File: src/rtl/mips_fetch.sv
// Instruction-fetch front end: owns the PC, keeps one imem request in flight,
// feeds the IF/ID register through a one-entry skid buffer and drops wrong-path responses.
module mips_fetch #(
  parameter logic [31:0] RESET_PC = 32'h0000_0000
) (
  input  logic        clk,
  input  logic        rst,
  output logic        imem_req,
  output logic [31:0] imem_addr,
  input  logic        imem_ack,
  input  logic        imem_rvalid,
  input  logic [31:0] imem_rdata,
  input  logic        stall,
  input  logic        redirect,
  input  logic [31:0] redirect_pc,
  output logic        id_valid,
  output logic [31:0] id_instr,
  output logic [31:0] id_pc,
  output logic [31:0] id_pc_plus4,
  output logic [1:0]  dbg_state
);

  // Handshake: a request transfers in any cycle where imem_req && imem_ack;
  // imem_addr stays stable until then, and exactly one imem_rvalid answers it later.
  typedef enum logic [1:0] {
    FETCH = 2'd0,
    WAIT  = 2'd1,
    DROP  = 2'd2
  } state_e;

  localparam logic [31:0] RESET_PC_ALIGNED = RESET_PC & 32'hFFFF_FFFC;

  state_e      state_q, state_d;
  logic [31:0] pc_q, pc_d;
  logic [31:0] req_pc_q, req_pc_d;
  logic        buf_valid_q, buf_valid_d;
  logic [31:0] buf_instr_q, buf_instr_d;
  logic [31:0] buf_pc_q, buf_pc_d;
  logic        id_valid_q, id_valid_d;
  logic [31:0] id_instr_q, id_instr_d;
  logic [31:0] id_pc_q, id_pc_d;

  logic        accept;
  logic        resp_in;
  logic [31:0] redirect_target;

  // Request is a pure decode of registered state; rst only masks it.
  assign imem_req        = (state_q == FETCH) && !buf_valid_q && !rst;
  assign imem_addr       = pc_q;
  assign accept          = imem_req && imem_ack;
  assign resp_in         = (state_q == WAIT) && imem_rvalid;
  assign redirect_target = redirect_pc & 32'hFFFF_FFFC;

  always_comb begin
    state_d     = state_q;
    pc_d        = pc_q;
    req_pc_d    = req_pc_q;
    buf_valid_d = buf_valid_q;
    buf_instr_d = buf_instr_q;
    buf_pc_d    = buf_pc_q;
    id_valid_d  = id_valid_q;
    id_instr_d  = id_instr_q;
    id_pc_d     = id_pc_q;

    case (state_q)
      FETCH: begin
        if (accept) begin
          req_pc_d = pc_q;
          pc_d     = pc_q + 32'd4;
          state_d  = WAIT;
        end
      end
      WAIT: begin
        if (imem_rvalid) begin
          state_d = FETCH;
          if (!id_valid_q || !stall) begin
            id_valid_d = 1'b1;
            id_instr_d = imem_rdata;
            id_pc_d    = req_pc_q;
          end else begin
            buf_valid_d = 1'b1;
            buf_instr_d = imem_rdata;
            buf_pc_d    = req_pc_q;
          end
        end
      end
      DROP: begin
        if (imem_rvalid) state_d = FETCH;
      end
      default: state_d = FETCH;
    endcase

    // Decode consumed IF/ID: refill from the skid buffer or go empty.
    if (!resp_in && !stall) begin
      if (buf_valid_q) begin
        id_valid_d  = 1'b1;
        id_instr_d  = buf_instr_q;
        id_pc_d     = buf_pc_q;
        buf_valid_d = 1'b0;
      end else begin
        id_valid_d = 1'b0;
      end
    end

    if (redirect) begin
      pc_d        = redirect_target;
      id_valid_d  = 1'b0;
      id_instr_d  = 32'h0000_0000;
      buf_valid_d = 1'b0;
      case (state_q)
        FETCH:   state_d = accept ? DROP : FETCH;
        WAIT:    state_d = imem_rvalid ? FETCH : DROP;
        DROP:    state_d = imem_rvalid ? FETCH : DROP;
        default: state_d = FETCH;
      endcase
    end
  end

  always_ff @(posedge clk) begin
    if (rst) begin
      state_q     <= FETCH;
      pc_q        <= RESET_PC_ALIGNED;
      req_pc_q    <= 32'h0000_0000;
      buf_valid_q <= 1'b0;
      buf_instr_q <= 32'h0000_0000;
      buf_pc_q    <= 32'h0000_0000;
      id_valid_q  <= 1'b0;
      id_instr_q  <= 32'h0000_0000;
      id_pc_q     <= 32'h0000_0000;
    end else begin
      state_q     <= state_d;
      pc_q        <= pc_d;
      req_pc_q    <= req_pc_d;
      buf_valid_q <= buf_valid_d;
      buf_instr_q <= buf_instr_d;
      buf_pc_q    <= buf_pc_d;
      id_valid_q  <= id_valid_d;
      id_instr_q  <= id_instr_d;
      id_pc_q     <= id_pc_d;
    end
  end

  assign id_valid    = id_valid_q;
  assign id_instr    = id_instr_q;
  assign id_pc       = id_pc_q;
  assign id_pc_plus4 = id_pc_q + 32'd4;
  assign dbg_state   = state_q;

endmodule
File: config.mk
export PLATFORM = sky130hd
export DESIGN_NAME = mips_fetch
export DESIGN_NICKNAME = d
export VERILOG_FILES = /design/src/rtl/mips_fetch.sv
export SDC_FILE = /design/constraint.sdc
export NUM_CORES = 1
export LEC_CHECK = 0
export CAP_MARGIN = 5
export CORE_ASPECT_RATIO = 2
export CORE_MARGIN = 2
export CORE_UTILIZATION = 45
export DETAILED_ROUTE_END_ITERATION = 8
export PLACE_DENSITY = 0.76
export SLEW_MARGIN = 25
export SYNTH_ARGS = -nofsm -noshare
export SYNTH_HDL_FRONTEND = slang
export SYNTH_SLANG_ARGS = --single-unit
File: constraint.sdc
create_clock -name clk -period 2 [get_ports clk]
set_input_delay 0.4 -clock clk [delete_from_list [all_inputs] [get_ports clk]]
set_output_delay 0.4 -clock clk [all_outputs]
set_load 0.05 [all_outputs]
## Word-level counts from Yosys, hierarchy flattened

Index checks and enable logic that the tools add are counted.

- $add $sub $neg: 2
- $mul: 0
- Div/mod/pow operators: 0
- Order comparisons: 0
- Equal/unequal tests: 4
- Shift operators: 0
- Mux-type cells: 30
- Bitwise logic cells: 1
- Reductions and logical operators: 24

Operators with widths:

| kind | number |
|---|---|
| $mux 32 | 13 |
| $add 32x3->32 const B | 2 |
| $mux 1 | 10 |
| $mux 2 | 5 |
| $reduce_bool 2->1 | 5 |
| $pmux 2 s2 | 2 |
| $reduce_and 2->1 | 3 |
| $reduce_and 3->1 | 2 |
| $logic_and 1x1->1 | 5 |
| $logic_not 1->1 | 5 |
| $reduce_or 2->1 | 2 |
| $ne 3x1->1 const B | 1 |
| $ne 3x3->1 const B | 1 |
| $eq 2x1->1 const B | 1 |
| $eq 2x2->1 const B | 1 |
| $logic_not 2->1 | 1 |
| $logic_or 1x1->1 | 1 |
| $not 1->1 | 1 |

- Bits in registers: 196
- Latch bits: 0
- RAM bits: 0
- Bits in read-only memories: 0
- Input port bits: 70
- Output and inout port bits: 132
- Logic and storage cells: 71
- Memories kept: 0

## Depth between registers and ports, before layout

Gate-level depths: netlist (run 1).

- Word-level depth: 7
- Gate-level depth with buffers: 8
- Depth with buffers taken out: 6

## Worst setup path after synthesis (run 1)

No wires, ideal clock.

- Kind: reg-to-output
- Start point: reg id_pc_q[2] (netlist: id_pc[2])
- End point: out id_pc_plus4[16]
- Arrival: 2738 ps
- Data required time: 1600 ps
- Path slack: -1138 ps
- Cell stages (with the launch flop): 7
- Cells stage by stage: dfxtp_1 ha_1 and4_1 clkbuf_1 nor3b_1 nand4_1 xnor2_1

- Longest elaborated chain between the ends: 1

Ends and longest elaborated chain:

| element | RTL line | source |
|---|---|---|
| start: declaration | 41 | `logic [31:0] id_pc_q, id_pc_d;` |
| start signal: assignment | 139 | `id_pc_q <= id_pc_d;` |
| $add 32x3->32 | 146 | `assign id_pc_plus4 = id_pc_q + 32'd4;` |
| end: declaration | 19 | `output logic [31:0] id_pc_plus4,` |

No other way between the ends.

## Final worst setup path (run 1)

- Start point: reg id_pc_q[7] (netlist: id_pc[7])
- End point: out id_pc_plus4[22]

Same word-level chain as after synthesis.

==> reports/qor.csv, run 1 <==
stage,metric,value,unit
drt,drt_wl_total,25800,µm
clock_tree,clkSinkCount,190,
setup_path,critPathRequiredTime,1.60,ns
final_layout,final_cells,1514,
clock_tree,worstSkewPairLatency,0.44,ns
synth,synth_area_leaders,"dfxtp_1 (45%), nand2_1 (9.4%), mux2i_1 (7.3%)",
sta,setup_viol_count_final,25,
clock_tree,cts_buffers,17,
setup_path,r2r_setup_slack,0,ns
run_status,status,"finished, violations left",
floorplan,num_io_pins,202,
drt,wl_per_cell,17.0,µm
sta,setup_tns,-9.17,ns
drt,route.antenna.remaining_nets,0,
clock_tree,path_clk_slew,0.07,ns
clock_tree,ctsLongestPathBuffers,2,
sta,fin_crit,2.49,ns
final_layout,final_util,70.7,%
setup_path,crit_path_end_kind,output port,
sta,slew_headroom,50.4,%
sta,holdWs,0.455,ns
floorplan,core,0.0187,mm²
power,switching_share,26.7,%
worst_hold_path,worstHoldStart,buf_instr_q[3]$_SDFFE_PP0P_,
floorplan,start_util,45.3,%
drt,first_pass_iters,5,
setup_path,crit_start,id_pc[7]$_SDFF_PP0_,
synth,synth_top_area_share,45.0,%
synth,ys_warn_count,0,
place,placed_cell_area,0.0122,mm²
final_layout,drive_above_1_share,27.9,%
final_layout,fin_area,0.0132,mm²
power,leakage,5.97,nW
worst_hold_path,min_to,buf_instr_q[3]$_SDFFE_PP0P_,
drt,viasPerCell,5.57,
place,gp_congestion,0.965,
synth,synth-seq-area-share,45.0,%
sta,clock.fmax,0.402,GHz
power,p_int,5.98,mW
worst_hold_path,hold_class,flip-flop to flip-flop,
sta,tightestPinTransition,0.745,ns
power,seqPwrFrac,47.7,%
final_layout,area_growth_syn_to_layout,56.1,%
synth,synth_area,0.00846,mm²
synth,yosysTopAreaCell,dfxtp_1,
drt,drc,0,
worst_hold_path,hold_depth,2,
sta,skew,0.0134,ns
synth,synth-seq-cells,190,
setup_path,crit_type,flip-flop to output port,
floorplan,dieWidth,101,µm
synth,synth_common_cells,"nand2_1 (211), dfxtp_1 (190), a21oi_1 (100)",
drt,drt-initial-drc-count,338,
floorplan,die_area,0.0200,mm²
setup_path,reg2reg_from,imem_addr[8]$_SDFFE_PP0P_,
grt,grtUsageTotal,25.6,%
synth,synthArstFlopShare,0,%
final_layout,num_antenna_cells,0,
synth,synthCells,1022,
setup_path,r2r.worst_path.cells,5,
power,clockPowerShare,41.4,%
flow_run,maxCapViolations,0,
setup_path,crit_path_max_fanout,3,
synth,synth_ff_type,dfxtp_1,
clock_tree,htree_num_levels,4,
synth,syn_avg_cell_area,8.27,µm²
place,dpl.hpwl,18700,µm
power,switchingPower,2.17,mW
clock_tree,tritoncts,done,
sta,final_max_slew_viol_count,0,
grt,grt_overflow_total,0,
synth,synth_edf_count,0,
final_layout,nets,1357,
run_status,violations,negative setup slack,
sta,setup_ws,-0.491,ns
place,dp_cells,1473,
clock_tree,hold_buffers,0,
power,vdd_ir_drop_max,519,µV
grt,grt_max_degree,162,
place,port_buffers,197,
drt,vias,8439,
power,p_per_area,618,mW/mm²
synth,ys_types,48,
floorplan,die_y,198,µm
setup_path,worstPathArrival,2.09,ns
setup_path,critPathLaunchType,flip-flop,
grt,grt_pass1_vias,8254,
sta,finalCritPeriodShare,125,%
setup_path,r2r_end,imem_addr[23]$_SDFFE_PP0P_,
clock_tree,root_buffer,clkbuf_16,
power,combPwrFrac,10.9,%
synth,synth.most_common_cell,nand2_1,
sta,hold_viol,0,
sta,rsz0062_at_grt,yes,
grt,antenna_found_initial,0,
floorplan,fp-row-count,71,
grt,grt_pass1_wl,40900,µm
-- metal layers --
layer  vias up  global-route usage (%)  wire [µm]
met5         -                       0          0
met2       283                    47.8      14300
li1       4110                       -          -
met3        70                    3.42       1100
met1      3976                    26.9       9240
met4         0                    14.1       1110
-- placed cells by master, fill, tap and decap left out, drive strengths merged, types with 3 or more instances in the layout --
cell type / synthesis / routed
buf: 19 / 212
nand2: 211 / 211
dfxtp: 190 / 190
a21oi: 100 / 100
nor2: 93 / 93
a211oi: 72 / 72
clkdlybuf4s50: 0 / 66
mux2i: 62 / 62
xnor2: 31 / 31
inv: 16 / 27
dlymetal6s2s: 0 / 25
nand4: 23 / 23
nand3: 23 / 23
dlygate4sd2: 0 / 18
clkbuf: 62 / 17
a311oi: 15 / 15
or4: 13 / 13
o31ai: 11 / 11
nor4: 10 / 10
nor3: 8 / 8
and4: 8 / 8
xor2: 6 / 6
o21ai: 5 / 5
and3: 5 / 5
ha: 5 / 5
nand2b: 4 / 4
a2111oi: 4 / 4
nor3b: 4 / 4
or3: 3 / 3
or2: 3 / 3
-- how the worst max path moves through the flow --
stage | endpoint | slack (ns) | cells past startpoint
global route | id_pc_plus4[22] | -0.57 | 7
finish | id_pc_plus4[22] | -0.49 | 7
detailed placement | imem_addr[24]$_SDFFE_PP0P_ | -0.44 | 5
CTS | id_pc_plus4[31] | -0.47 | 7
floorplan | id_pc_plus4[22] | -0.40 | 4
global placement | imem_addr[22]$_SDFFE_PP0P_ | -0.34 | 5
-- registers in the layout, indices dropped and copies added, names as in the netlist --
name	count
imem_addr	30
buf_pc_q	30
id_instr	32
buf_instr_q	32
dbg_state	2
id_valid	1
buf_valid_q	1
req_pc_q	30
id_pc	32
-- kinds of logic (layout without fill, tap and decap cells) --
| logic type | Yosys count | after routing | synth area share [%] |
|---|---|---|---|
| AND/OR/NAND/NOR | 415 | 415 | 22.1 |
| adder cells (fa/ha/maj) | 5 | 5 | 0.740 |
| buffers and inverters | 97 | 369 | 4.60 |
| multiplexers | 62 | 62 | 7.34 |
| AO/OA/AOI/OAI | 215 | 215 | 16.3 |
| XOR/XNOR | 37 | 37 | 3.83 |
| other | 1 | 2 | 0.0443 |
| flip-flops | 190 | 190 | 45.0 |
-- final cells by class --
cell class | count | area [µm²]
clock buffers | 17 | 425
clock inverters | 15 | 163
fillers | 1462 | 5460
inverters | 16 | 62.6
multi-input cells | 736 | 5050
flip-flops and latches | 190 | 3930
well taps | 219 | 274
repair buffers | 321 | 3290
-- power by group through the flow --
stage	clock network [mW]	logic, mW	registers (mW)
after global routing	3.61	0.938	3.90
after global placement	0	0.861	3.98
after CTS	3.45	0.877	3.89
final	3.38	0.885	3.89
after detailed placement	0	0.871	3.98
after floorplan	0	0.283	4.16
-- repair_timing --
action / in CTS / in global routing
gates resized for setup: 51 / 45
endpoints found under the setup margin: 51 / 63
cloned: 0 / 0
pin swaps: 30 / 16
buffers inserted: 6 / 3
-- critical path: stages, from the launching register on --
cell and delay [ns]:
dfxtp_4 0.35, nand4_1 0.11, buf_6 0.15, nor4_4 0.26, buf_4 0.19, nand4_1 0.20
xnor2_4 0.24, buf_12 0.15
-- metrics by stage --
step	worst slack (ns)	total power, mW
6_report	-0.491	8.15
5_1_grt	-0.570	8.45
4_1_cts	-0.475	8.21
3_5_place_dp	-0.445	4.85
3_3_place_gp	-0.345	4.84
2_1_floorplan	-0.399	4.44
No activity file was read; power rests on OpenSTA's default activity.
==> run 2: changes to the inputs <==
--- a/config.mk
+++ b/config.mk
@@ -10,7 +10,7 @@
 export CORE_MARGIN = 2
 export CORE_UTILIZATION = 45
 export DETAILED_ROUTE_END_ITERATION = 8
-export PLACE_DENSITY = 0.76
+export PLACE_DENSITY_LB_ADDON = 0.15
 export SLEW_MARGIN = 25
 export SYNTH_ARGS = -nofsm -noshare
 export SYNTH_HDL_FRONTEND = slang
==> reports/qor.csv, run 2 (synthesized netlist as in run 1, its figures left out) <==
stage,metric,value,unit,change
clock_tree,root_buffer,clkbuf_16,,unchanged
sta,hold_viol,0,,unchanged
floorplan,die_area,0.0200,mm²,unchanged
drt,drt_wl_total,25700,µm,"was 25,800 µm"
clock_tree,cts_buffers,17,,unchanged
place,placed_cell_area,0.0122,mm²,about the same
floorplan,fp-row-count,71,,unchanged
place,gp_congestion,0.894,,was 0.965
setup_path,crit_type,flip-flop to output port,,unchanged
final_layout,final_cell_mix,"nand2_1 (204), buf_4 (158), dfxtp_1 (146)",,"was nand2_1 (205), buf_4 (157), dfxtp_1 (146)"
drt,route.antenna.remaining_nets,0,,unchanged
sta,tightestPinTransition,0.838,ns,was 0.745 ns
grt,grt_max_degree,162,,unchanged
sta,slew_headroom,44.1,%,was 50.4%
flow_run,maxCapViolations,0,,unchanged
sta,finalCritPeriodShare,123,%,was 125%
sta,clock.fmax,0.406,GHz,was 0.402 GHz
final_layout,nets,1362,,"was 1,357"
setup_path,r2r_end,imem_addr[23]$_SDFFE_PP0P_,,unchanged
place,port_buffers,197,,unchanged
drt,drt-initial-drc-count,291,,was 338
worst_hold_path,hold_depth,2,,unchanged
floorplan,num_io_pins,202,,unchanged
setup_path,crit_path_end_kind,output port,,unchanged
sta,skew,0.00788,ns,was 0.0134 ns
setup_path,r2r_setup_slack,-0.05,ns,was 0 ns
drt,drc,0,,unchanged
setup_path,critPathLaunchType,flip-flop,,unchanged
clock_tree,clkSinkCount,190,,unchanged
final_layout,fillers,1429,,"was 1,462"
worst_hold_path,hold_class,flip-flop to flip-flop,,unchanged
drt,first_pass_iters,5,,unchanged
clock_tree,htree_num_levels,4,,unchanged
drt,wl_per_cell,16.9,µm,was 17.0 µm
grt,grt_pass1_vias,8075,,"was 8,254"
final_layout,num_antenna_cells,0,,unchanged
run_status,violations,negative setup slack,,unchanged
power,vdd_ir_drop_max,437,µV,was 519 µV
floorplan,dieWidth,101,µm,unchanged
setup_path,worstPathArrival,2.06,ns,was 2.09 ns
final_layout,area_growth_syn_to_layout,58.0,%,was 56.1%
grt,grtUsageTotal,25.3,%,was 25.6%
sta,final_max_slew_viol_count,0,,unchanged
sta,fin_crit,2.46,ns,was 2.49 ns
sta,setup_viol_count_final,26,,was 25
final_layout,drive_above_1_share,28.7,%,was 27.9%
worst_hold_path,min_to,buf_pc_q[31]$_SDFFE_PP0P_,,was buf_instr_q[3]$_SDFFE_PP0P_
floorplan,start_util,45.3,%,unchanged
sta,setup_ws,-0.464,ns,was -0.491 ns
power,power,8.25,mW,was 8.15 mW
clock_tree,path_clk_slew,0.07,ns,about the same
run_status,status,"finished, violations left",,unchanged
power,leakage,5.92,nW,was 5.97 nW
setup_path,crit_path_max_fanout,3,,unchanged
clock_tree,ctsLongestPathBuffers,2,,unchanged
setup_path,reg2reg_from,imem_addr[7]$_SDFFE_PP0P_,,was imem_addr[8]$_SDFFE_PP0P_
floorplan,core,0.0187,mm²,unchanged
final_layout,final_common_cell,nand2_1,,unchanged
grt,grt_overflow_total,0,,unchanged
setup_path,r2r.worst_path.cells,5,,unchanged
clock_tree,hold_buffers,0,,unchanged
final_layout,fin_area,0.0134,mm²,was 0.0132 mm²
drt,viasPerCell,5.50,,was 5.57
power,p_per_area,617,mW/mm²,was 618 mW/mm²
grt,grt_pass1_wl,40200,µm,"was 40,900 µm"
floorplan,die_y,198,µm,unchanged
grt,antenna_found_initial,0,,unchanged
worst_hold_path,worstHoldStart,buf_pc_q[31]$_SDFFE_PP0P_,,was buf_instr_q[3]$_SDFFE_PP0P_
sta,rsz0062_at_grt,yes,,unchanged
setup_path,critPathRequiredTime,1.60,ns,about the same
place,dpl.hpwl,17900,µm,"was 18,700 µm"
clock_tree,worstSkewPairLatency,0.43,ns,was 0.44 ns
drt,vias,8360,,"was 8,439"
clock_tree,tritoncts,done,,unchanged
run 2: cell types whose count changed in the layout (fill, tap and decap cells not counted), sizes merged:
cell	change
buf	+1
clkdlybuf4s50	+10
inv	-7
bufinv	+1
clkbuf	+5
dlymetal6s2s	-7
clkinv	+3
clkinvlp	-1
run 2: through the flow:
stage | setup TNS [ns] | std cells | util, % | hold WS [ns] | setup WS [ns]
final | -8.24 | 1519 | 71.6 | 0.453 | -0.464
after global routing | -10.45 | 1519 | 71.6 | 0.471 | -0.540
after CTS | -9.16 | 1511 | 69.6 | 0.456 | -0.473
after detailed placement | -7.31 | 1472 | 65.2 | 0.447 | -0.406
after global placement | -5.66 | 1472 | 65.2 | 0.441 | -0.324
after floorplan | -6.82 | 1023 | - | 0.437 | -0.399
run 2: cell type report:
type	count	area, µm²	share of cell area, %
multi-input combinational	736	5180	38.8
clock buffer	21	472	3.53
clock inverter	11	128	0.955
timing repair buffer	326	3310	24.8
tap	219	274	2.05
inverter	16	65.1	0.487
sequential	190	3930	29.4
run 2: worst max-delay path by stage:
stage	startpoint	endpoint	slack, ns
final	id_pc[2]$_SDFF_PP0_	id_pc_plus4[16]	-0.46
after CTS	id_pc[11]$_SDFF_PP0_	id_pc_plus4[31]	-0.47
after floorplan	id_pc[9]$_SDFF_PP0_	id_pc_plus4[22]	-0.40
after detailed placement	imem_ack	imem_addr[25]$_SDFFE_PP0P_	-0.41
after global placement	imem_ack	imem_addr[23]$_SDFFE_PP0P_	-0.32
after global routing	id_pc[7]$_SDFF_PP0_	id_pc_plus4[25]	-0.54
run 2: timing repair:
action,4_1_cts,5_1_grt
gates cloned,1,1
setup buffers,6,8
gates resized for setup,55,64
hold endpoints to repair,0,0
pin swaps,23,20
setup endpoints to repair,55,57
run 2: layer usage:
layer | wire, µm | share of wire [%] | track usage (%) | vias up
met5 | 0 | 0 | 0 | -
met4 | 1050 | 4.1 | 12.6 | 0
met3 | 737 | 2.9 | 3.11 | 53
met2 | 14100 | 55 | 47.6 | 202
met1 | 9790 | 38 | 26.8 | 3979
li1 | - | - | - | 4126
run 2: where the power goes:
part           leakage, nW  internal (mW)  switching, mW
clock                0.299           1.97           1.49
combinational         4.06          0.376          0.516
sequential            1.57           3.83         0.0689
total                 5.92           6.17           2.08
run 2: worst max-delay path, stage by stage, from the launching register on:
cell,delay (ns)
dfxtp_4,0.38
ha_4,0.14
and4_4,0.23
nor3b_2,0.16
buf_4,0.17
nand4_1,0.19
xnor2_4,0.21
buf_12,0.15
==> run 3: changes to the inputs <==
--- a/config.mk
+++ b/config.mk
@@ -10,6 +10,7 @@
 export CORE_MARGIN = 2
 export CORE_UTILIZATION = 45
 export DETAILED_ROUTE_END_ITERATION = 8
+export MAX_ROUTING_LAYER = met4
 export PLACE_DENSITY_LB_ADDON = 0.15
 export SLEW_MARGIN = 25
 export SYNTH_ARGS = -nofsm -noshare
==> reports/qor.csv, run 3 (synthesized netlist as in run 1, its figures left out) <==
stage,metric,value,unit,change
run_status,status,"finished, violations left",,unchanged
run_status,violations,negative setup slack,,unchanged
grt,grt_max_degree,162,,unchanged
drt,wl_per_cell,17.1,µm,was 16.9 µm
setup_path,critPathRequiredTime,1.60,ns,about the same
drt,drc,0,,unchanged
final_layout,num_antenna_cells,0,,unchanged
final_layout,final_cell_mix,"nand2_1 (204), buf_4 (159), dfxtp_1 (146)",,"was nand2_1 (204), buf_4 (158), dfxtp_1 (146)"
sta,final_max_slew_viol_count,0,,unchanged
power,p_per_area,609,mW/mm²,was 617 mW/mm²
floorplan,core,0.0187,mm²,unchanged
sta,slew_headroom,50.8,%,was 44.1%
setup_path,critical_path.cell_chain,ha_4 > and4_4 > nor3b_2 > buf_4 > nand4_1 > xnor2_4 > buf_12,,unchanged
setup_path,crit_type,flip-flop to output port,,unchanged
clock_tree,worstSkewPairLatency,0.43,ns,about the same
floorplan,start_util,45.3,%,unchanged
grt,grt_pass1_vias,8197,,"was 8,075"
worst_hold_path,worstHoldStart,buf_pc_q[26]$_SDFFE_PP0P_,,was buf_pc_q[31]$_SDFFE_PP0P_
power,vdd_ir_drop_max,631,µV,was 437 µV
drt,route.antenna.remaining_nets,0,,unchanged
setup_path,r2r_end,imem_addr[23]$_SDFFE_PP0P_,,unchanged
sta,setup_ws,-0.468,ns,was -0.464 ns
power,seqPwrFrac,47.4,%,was 47.3%
sta,fin_crit,2.47,ns,was 2.46 ns
grt,grtUsageTotal,26.5,%,was 25.3%
final_layout,area_growth_syn_to_layout,59.4,%,was 58.0%
sta,finalCritPeriodShare,123,%,about the same
power,combPwrFrac,11.1,%,was 10.8%
clock_tree,root_buffer,clkbuf_16,,unchanged
flow_run,maxCapViolations,0,,unchanged
clock_tree,path_clk_slew,0.07,ns,about the same
clock_tree,tritoncts,done,,unchanged
sta,skew,0.00929,ns,was 0.00788 ns
place,dpl.hpwl,18200,µm,"was 17,900 µm"
setup_path,critPathLaunchType,flip-flop,,unchanged
sta,tightestPinTransition,0.738,ns,was 0.838 ns
sta,setup_viol_count_final,27,,was 26
worst_hold_path,hold_class,flip-flop to flip-flop,,unchanged
drt,first_pass_iters,4,,was 5
power,leakage,6.05,nW,was 5.92 nW
worst_hold_path,min_to,buf_pc_q[26]$_SDFFE_PP0P_,,was buf_pc_q[31]$_SDFFE_PP0P_
grt,grt_overflow_total,0,,unchanged
drt,viasPerCell,5.49,,was 5.50
setup_path,crit_path_max_fanout,3,,unchanged
setup_path,crit_family,simple AND/OR/NAND/NOR gates,,unchanged
sta,hold_viol,0,,unchanged
drt,vias,8374,,"was 8,360"
setup_path,r2r.worst_path.cells,5,,unchanged
setup_path,worstPathArrival,2.07,ns,was 2.06 ns
final_layout,nets,1369,,"was 1,362"
place,port_buffers,197,,unchanged
setup_path,slowest_stage,dfxtp_4,,unchanged
clock_tree,clkSinkCount,190,,unchanged
final_layout,drive_above_1_share,29.3,%,was 28.7%
floorplan,fp-row-count,71,,unchanged
power,switching_share,25.8,%,was 25.2%
drt,drt-initial-drc-count,377,,was 291
setup_path,max_stage_delay,0.38,ns,about the same
clock_tree,cts_buffers,17,,unchanged
clock_tree,htree_num_levels,4,,unchanged
setup_path,crit_path_end_kind,output port,,unchanged
setup_path,reg2reg_from,imem_addr[7]$_SDFFE_PP0P_,,unchanged
floorplan,die_area,0.0200,mm²,unchanged
floorplan,die_y,198,µm,unchanged
power,switchingPower,2.12,mW,was 2.08 mW
setup_path,path_buf_inv,2,,unchanged
worst_hold_path,hold_depth,2,,unchanged
power,power,8.21,mW,was 8.25 mW
place,gp_congestion,0.963,,was 0.894
power,clockPowerShare,41.4,%,was 41.9%
grt,grt_pass1_wl,40800,µm,"was 40,200 µm"
sta,rsz0062_at_grt,yes,,unchanged
floorplan,dieWidth,101,µm,unchanged
grt,antenna_found_initial,0,,unchanged
floorplan,num_io_pins,202,,unchanged
sta,clock.fmax,0.405,GHz,was 0.406 GHz
clock_tree,ctsLongestPathBuffers,2,,unchanged
drt,drt_wl_total,26100,µm,"was 25,700 µm"
setup_path,r2r_setup_slack,-0.01,ns,was -0.05 ns
final_layout,final_common_cell,nand2_1,,unchanged
sta,setup_tns,-8.59,ns,was -8.24 ns
power,p_int,6.09,mW,was 6.17 mW
-- run 3: final cells by class --
| class | instances | area (µm²) |
|---|---|---|
| Tap cell | 219 | 274 |
| Multi-Input combinational cell | 736 | 5200 |
| Inverter | 16 | 62.6 |
| Clock inverter | 14 | 155 |
| Sequential cell | 190 | 3930 |
| Fill cell | 1462 | 5180 |
| Timing Repair Buffer | 333 | 3430 |
| Clock buffer | 18 | 429 |
-- run 3: metal layers --
layer	wire length (µm)	global-route usage, %	up-vias
met5	0	-	-
met4	937	12.2	0
met3	883	3.92	53
met2	14800	49.0	222
met1	9530	26.8	3963
li1	-	-	4136
-- run 3: through the flow --
step | area [µm²] | hold WS (ns) | instances | util [%] | setup WS (ns)
4_1_cts | 13100 | 0.457 | 1514 | 70.1 | -0.498
5_1_grt | 13500 | 0.470 | 1526 | 72.3 | -0.577
3_5_place_dp | 12200 | 0.447 | 1474 | 65.5 | -0.408
3_3_place_gp | 12200 | 0.442 | 1474 | 65.5 | -0.314
6_report | 13500 | 0.454 | 1526 | 72.3 | -0.468
2_1_floorplan | 9120 | 0.437 | 1023 | - | -0.399
-- run 3: how the worst max path moves through the flow --
stage                    startpoint                    endpoint  slack, ns  cells past startpoint
2_1_floorplan   id_pc[9]$_SDFF_PP0_             id_pc_plus4[22]      -0.40                      4
3_3_place_gp               imem_ack  imem_addr[25]$_SDFFE_PP0P_      -0.31                      7
3_5_place_dp               imem_ack  imem_addr[23]$_SDFFE_PP0P_      -0.41                      5
4_1_cts        id_pc[11]$_SDFF_PP0_             id_pc_plus4[31]      -0.50                      7
5_1_grt         id_pc[9]$_SDFF_PP0_             id_pc_plus4[27]      -0.58                      7
6_report        id_pc[2]$_SDFF_PP0_             id_pc_plus4[16]      -0.47                      7
-- run 3: tightest hold or removal path: stages, from the launching register on --
cell and delay (ns):
dfxtp_1 0.31, nand2_1 0.05, a21oi_1 0.05
-- run 3: repair_timing --
item | 4_1_cts | 5_1_grt
gates resized for setup | 61 | 71
buffers inserted | 6 | 13
endpoints found under the setup margin | 53 | 66
hold buffers | 0 | 0
gates cloned | 2 | 2
pin swaps | 29 | 23
-- run 3: power groups by stage --
| stage | Combinational [mW] | Sequential [mW] | Clock (mW) |
|---|---|---|---|
| floorplan | 0.283 | 4.16 | 0 |
| global placement | 0.865 | 3.98 | 0 |
| detailed placement | 0.869 | 3.98 | 0 |
| CTS | 0.872 | 3.89 | 3.47 |
| global route | 0.973 | 3.90 | 3.62 |
| finish | 0.912 | 3.89 | 3.40 |
